**src/rtl/ecc_serial_tx.sv**
```systemverilog
// Serializes a P/a operand frame (mode, P, ax, ay, prime) or a Pb frame (Pbx, Pby) MSB first.
// Optional operand range check is compiled in with `define ECC_TX_RANGE_CHECK_EN.
module ecc_serial_tx #(
  parameter int unsigned MAX_BITS = 256
) (
  input  logic                clk,
  input  logic                rst,
  input  logic                pa_req,
  output logic                pa_ready,
  input  logic [1:0]          mode,
  input  logic [MAX_BITS-1:0] P,
  input  logic [MAX_BITS-1:0] ax,
  input  logic [MAX_BITS-1:0] ay,
  input  logic [MAX_BITS-1:0] prime,
  input  logic                pb_req,
  output logic                pb_ready,
  input  logic [MAX_BITS-1:0] Pbx,
  input  logic [MAX_BITS-1:0] Pby,
  output logic                o_p_a_valid,
  output logic                o_pb_valid,
  output logic                o_mode,
  output logic                o_P,
  output logic                o_ax,
  output logic                o_ay,
  output logic                o_prime,
  output logic                o_Pbx,
  output logic                o_Pby,
  output logic                busy,
  output logic                err
);

  typedef enum logic [2:0] {
    StIdle, StPaStart, StModeOut, StPaData, StPbStart, StPbData
  } state_e;

  state_e              state_q, state_d;
  logic [8:0]          cnt_q, cnt_d;
  logic [1:0]          mode_q, pb_mode_q;
  logic                armed_q;
  logic [MAX_BITS-1:0] p_q, ax_q, ay_q, prime_q, pbx_q, pby_q;
  logic                pa_acc, pb_acc, pa_bad, pb_bad, pa_load, pb_load, arm_set;
  logic [7:0]          bit_idx;
  logic                pa_data, pb_data;

  function automatic logic [8:0] last_idx(input logic [1:0] m);
    logic [8:0] r;
    case (m)
      2'b00:   r = 9'd31;
      2'b01:   r = 9'd63;
      2'b10:   r = 9'd127;
      default: r = 9'd255;
    endcase
    return r;
  endfunction

`ifdef ECC_TX_RANGE_CHECK_EN
  function automatic logic above_n(input logic [MAX_BITS-1:0] v, input logic [1:0] m);
    logic r;
    case (m)
      2'b00:   r = |v[255:32];
      2'b01:   r = |v[255:64];
      2'b10:   r = |v[255:128];
      default: r = 1'b0;
    endcase
    return r;
  endfunction

  assign pa_bad = above_n(P, mode) | above_n(ax, mode) | above_n(ay, mode) |
                  above_n(prime, mode);
  // Pb width follows the mode of the last completed PA frame.
  assign pb_bad = above_n(Pbx, pb_mode_q) | above_n(Pby, pb_mode_q);
  assign err    = (pa_acc & pa_bad) | (pb_acc & pb_bad);
`else
  assign pa_bad = 1'b0;
  assign pb_bad = 1'b0;
  assign err    = 1'b0;
`endif

  always_comb begin
    state_d = state_q;
    cnt_d   = cnt_q;
    pa_acc  = 1'b0;
    pb_acc  = 1'b0;
    arm_set = 1'b0;
    case (state_q)
      StIdle: begin
        // Gate on rst so ready stays low while reset is held.
        if (!rst) begin
          if (pa_req) begin
            pa_acc = 1'b1;
            if (!pa_bad) state_d = StPaStart;
          end else if (pb_req && armed_q) begin
            pb_acc = 1'b1;
            if (!pb_bad) state_d = StPbStart;
          end
        end
      end
      StPaStart: begin
        state_d = StModeOut;
        cnt_d   = 9'd1;
      end
      StModeOut: begin
        if (cnt_q == 9'd0) begin
          state_d = StPaData;
          cnt_d   = last_idx(mode_q);
        end else begin
          cnt_d = cnt_q - 9'd1;
        end
      end
      StPaData: begin
        if (cnt_q == 9'd0) begin
          state_d = StIdle;
          arm_set = 1'b1;
        end else begin
          cnt_d = cnt_q - 9'd1;
        end
      end
      StPbStart: begin
        state_d = StPbData;
        cnt_d   = last_idx(pb_mode_q);
      end
      StPbData: begin
        if (cnt_q == 9'd0) state_d = StIdle;
        else               cnt_d = cnt_q - 9'd1;
      end
      default: state_d = StIdle;
    endcase
  end

  assign pa_load = pa_acc & ~pa_bad;
  assign pb_load = pb_acc & ~pb_bad;

  always_ff @(posedge clk or posedge rst) begin
    if (rst) begin
      state_q   <= StIdle;
      cnt_q     <= 9'd0;
      armed_q   <= 1'b0;
      pb_mode_q <= 2'b00;
    end else begin
      state_q <= state_d;
      cnt_q   <= cnt_d;
      if (arm_set) begin
        armed_q   <= 1'b1;
        pb_mode_q <= mode_q;
      end
    end
  end

  always_ff @(posedge clk or posedge rst) begin
    if (rst) begin
      mode_q  <= 2'b00;
      p_q     <= '0;
      ax_q    <= '0;
      ay_q    <= '0;
      prime_q <= '0;
      pbx_q   <= '0;
      pby_q   <= '0;
    end else begin
      if (pa_load) begin
        mode_q  <= mode;
        p_q     <= P;
        ax_q    <= ax;
        ay_q    <= ay;
        prime_q <= prime;
      end
      if (pb_load) begin
        pbx_q <= Pbx;
        pby_q <= Pby;
      end
    end
  end

  assign bit_idx     = cnt_q[7:0];
  assign pa_data     = (state_q == StPaData);
  assign pb_data     = (state_q == StPbData);

  assign pa_ready    = pa_acc;
  assign pb_ready    = pb_acc;
  assign o_p_a_valid = (state_q == StPaStart);
  assign o_pb_valid  = (state_q == StPbStart);
  // Counter 1 then 0 selects mode[1] then mode[0].
  assign o_mode      = (state_q == StModeOut) & mode_q[cnt_q[0]];
  assign o_P         = pa_data & p_q[bit_idx];
  assign o_ax        = pa_data & ax_q[bit_idx];
  assign o_ay        = pa_data & ay_q[bit_idx];
  assign o_prime     = pa_data & prime_q[bit_idx];
  assign o_Pbx       = pb_data & pbx_q[bit_idx];
  assign o_Pby       = pb_data & pby_q[bit_idx];
  assign busy        = (state_q != StIdle);

endmodule

```
**config.mk**
```make
export PLATFORM = sky130hd
export DESIGN_NAME = ecc_serial_tx
export DESIGN_NICKNAME = d
export VERILOG_FILES = /design/src/rtl/ecc_serial_tx.sv
export SDC_FILE = /design/constraint.sdc
export NUM_CORES = 2
export LEC_CHECK = 0
export ABC_AREA = 1
export ABC_CLOCK_PERIOD_IN_PS = 90400
export CAP_MARGIN = 5
export CORE_AREA = 2 2 614 616
export CTS_CLUSTER_SIZE = 8
export DETAILED_ROUTE_END_ITERATION = 10
export DIE_AREA = 0 0 616 618
export HOLD_SLACK_MARGIN = 0.08
export PLACE_DENSITY = 0.39
export SETUP_SLACK_MARGIN = 0.05
export SLEW_MARGIN = 40
export SYNTH_ARGS = -nofsm -noshare
export SYNTH_HDL_FRONTEND = slang
export SYNTH_SLANG_ARGS = --single-unit
export TNS_END_PERCENT = 50
```
**constraint.sdc**
```tcl
create_clock -name clk -period 90.4 [get_ports clk]
set_input_delay 22.6 -clock clk [delete_from_list [all_inputs] [get_ports clk]]
set_output_delay 22.6 -clock clk [all_outputs]
set_load 0.03 [all_outputs]
```
==> results.txt <==
Root Driver = clkbuf_16
clock sinks = 1553
EDFF count, synth = 0
Max Cap Viol = 0
CTS Buf Count = 223
Critical Path RT = 67.80 ns
fillcell total = 41.6k
CTS tree = yes
Setup violations, final = 0
Most Frequent Cell on Critical Path = clkdlybuf4s50_1
P per Cell Area = 31.9 mW/mm²
Setup CP Type = in -> out
clock buffer depth = 4
Synth Cell Area = 0.0753 mm²
Inst Count DP = 16.2k
first-pass GRT wire length = 550000 µm
Wirelength per Cell = 24.0 µm
worst slew pin tran = 0.893 ns
GRT Total Usage = 20.3%
DRT Pass-1 Iters = 6
async set or reset register ratio after synthesis = 100%
die width = 616 µm
global route overflow = 0
Clock transition at path regs = 0.05 ns
share of layout cells above drive strength 1 = 3.66%
CP delay by family, top = buffers and inverters
DP Wirelength = 282000 µm
Antenna Violating Nets Remaining = 0
post-CTS sizing = 0
Starting Density = 20.1%
Max Fclk = 0.0209 GHz
Post-CTS Setup Repair Bufs = 0
Worst Path Max Fanout = 46
Peak VDD IR = 18.1 µV
Final Hold Vio Count = 0
register area share after synthesis = 51.6%
Crit path buffers/inverters = 3
Core Box Area = 0.374 mm²
area grow syn2layout = 34.8%
row count = 225
largest family of logic cells by synthesized area = simple AND/OR/NAND/NOR gates
area share of and/or/nand/nor cells after synthesis = 28.8%
status = complete, no violations
Max Slew Vio Count = 0
Yosys reg bits = 1553
Die Y = 618 µm
DRC viols = 0
CTS Hold Bufs = 0
final clock skew = 0.0372 ns
Post-Route WL = 397000 µm
Post-Synth XOR/XNOR Area = 0.0698%
Yosys warning total = 0
multiplexer share of the synthesized area = 0%
Hold Path Class = reg -> reg
initial antenna violation count = 278
number of global-route vias before repair = 69.9k
slowest library cell on the worst path = clkdlybuf4s50_1
period utilization = 53.0%
fin crit period = 47.96 ns
CTS H-Tree Depth = 4
clock latency on the worst-skew pair = 0.93 ns
Post-Synthesis Cells = 10.2k
cells along the critical path = clkdlybuf4s50_1 > inv_8 > nand2_1 > nor2_8 > clkdlybuf4s50_1
detailed-route via count = 70.4k
RSZ-0062 raised after global routing = false
cell leakage power = 47.6 nW
GP Congestion = 0.831
Die ar. = 0.381 mm²
Critical Path Max Stage Delay = 0.89 ns
Critical Path AT = 25.36 ns
Synth cell types = 34
commonest non-fill, non-tap cell in the layout = nand2_1
Post-Layout Cell Count = 16.5k
CP endpoint kind = output pin
largest net degree at the start of global routing = 149
most frequent cells in the layout = nand2_1, clkdlybuf4s50_1, dfrtp_1
Main synth FF type = dfrtp_1
Final nets = 13.0k
average footprint of a synthesized cell = 7.41 µm²
# IOs = 1555
TNS Setup = 0 ns
Setup crit start kind = primary input
drt first-iter violations = 5360
Synth Area in Adders = 0.0332%
slew margin rel. = 40.5%
syn nets = 11.7k
PortBufs = 1553
DR vias/cell = 4.26
post-synthesis compound-gate area fraction = 9.85%
## cell type report
| cell class | count | area (µm²) | share of cell area, % |
|---|---|---|---|
| well taps | 4994 | 6250 | 6.16 |
| clock inverters | 18 | 358 | 0.353 |
| repair buffers | 1690 | 17000 | 16.7 |
| clock buffers | 246 | 5730 | 5.64 |
| diodes | 94 | 235 | 0.232 |
| inverters | 1006 | 3830 | 3.78 |
| multi-input cells | 6941 | 29200 | 28.8 |
| flip-flops and latches | 1553 | 38900 | 38.3 |
## metrics by stage
stage | setup WS [ns] | total power [mW] | cell area, µm² | utilization, % | hold slack (ns)
CTS | 42.30 | 3.30 | 101000 | 27.0 | 0.466
finish | 42.44 | 3.24 | 101000 | 27.1 | 0.461
floorplan | 6.60 | 1.97 | 75300 | - | 0.434
global placement | 42.30 | 2.47 | 94900 | 25.4 | 0.448
detailed placement | 42.32 | 2.48 | 95100 | 25.4 | 0.453
global route | 42.33 | 3.51 | 101000 | 27.1 | 0.473
## cells in the mapped netlist, types with 7 or more instances
library cell | n | area share, %
o21ai_1 | 11 | 0.073
or2_2 | 10 | 0.083
o22ai_1 | 7 | 0.058
buf_2 | 356 | 2.4
o21ai_0 | 1140 | 7.6
dfrtp_1 | 1553 | 52
a21oi_1 | 126 | 0.84
buf_1 | 38 | 0.19
buf_4 | 80 | 0.80
nand2_1 | 4354 | 22
nor2_1 | 405 | 2.0
nand3_1 | 733 | 4.9
buf_6 | 24 | 0.36
inv_1 | 997 | 5.0
o211ai_1 | 126 | 1.3
clkbuf_1 | 165 | 0.82
## flip-flops by register name (all words and copies together) (netlist names)
signal	cells
p_q	256
state_q	3
ay_q	256
ax_q	256
pb_mode_q	2
pby_q	256
armed_q	1
prime_q	256
cnt_q	9
mode_q	2
pbx_q	256
## kinds of logic (layout without fill, tap and decap cells)
logic type,count (synthesis),after routing
AND/OR/NAND/NOR,5518,5518
other,1,95
adder cells (fa/ha/maj),2,2
flip-flops,1553,1553
AO/OA/AOI/OAI,1414,1414
buffers and inverters,1669,2960
XOR/XNOR,6,6
## power breakdown
part	leakage [nW]	switching (mW)	internal (mW)	total [mW]
logic	25.7	0.883	0.407	1.29
registers	19.0	0.135	1.02	1.15
clock network	2.96	0.343	0.452	0.796
## worst min-delay path: stages (launching register included)
cell and delay (ns):
dfrtp_1 0.33, nand2_1 0.05, nand2_1 0.04
## layer usage
metal  GRT usage (%)  share of wire (%)  routed length [µm]  vias to the layer above
li1                -                  -                   -                    33982
met1            26.2                 44              175000                    33659
met2            33.8                 48              189000                     1969
met3            3.70                4.9               19400                      732
met4            6.90                3.2               12700                       56
met5               0              0.080                 319                        -
## worst paths after layout
path | start | endpoint | slack, ns | cells after the start
setup / recovery | rst | pb_ready | 42.44 | 5
hold / removal | pbx_q[210] | pbx_q[210] | 0.46 | 2
setup reg to reg | state_q[1] | prime_q[17] | 85.36 | 13
hold reg to reg | pbx_q[210] | pbx_q[210] | 0.46 | 2
max in group asynchronous | rst | pbx_q[136] | 64.19 | 7
min in group asynchronous | rst | pby_q[137] | 22.54 | 2
No activity file was read; power rests on OpenSTA's default activity.
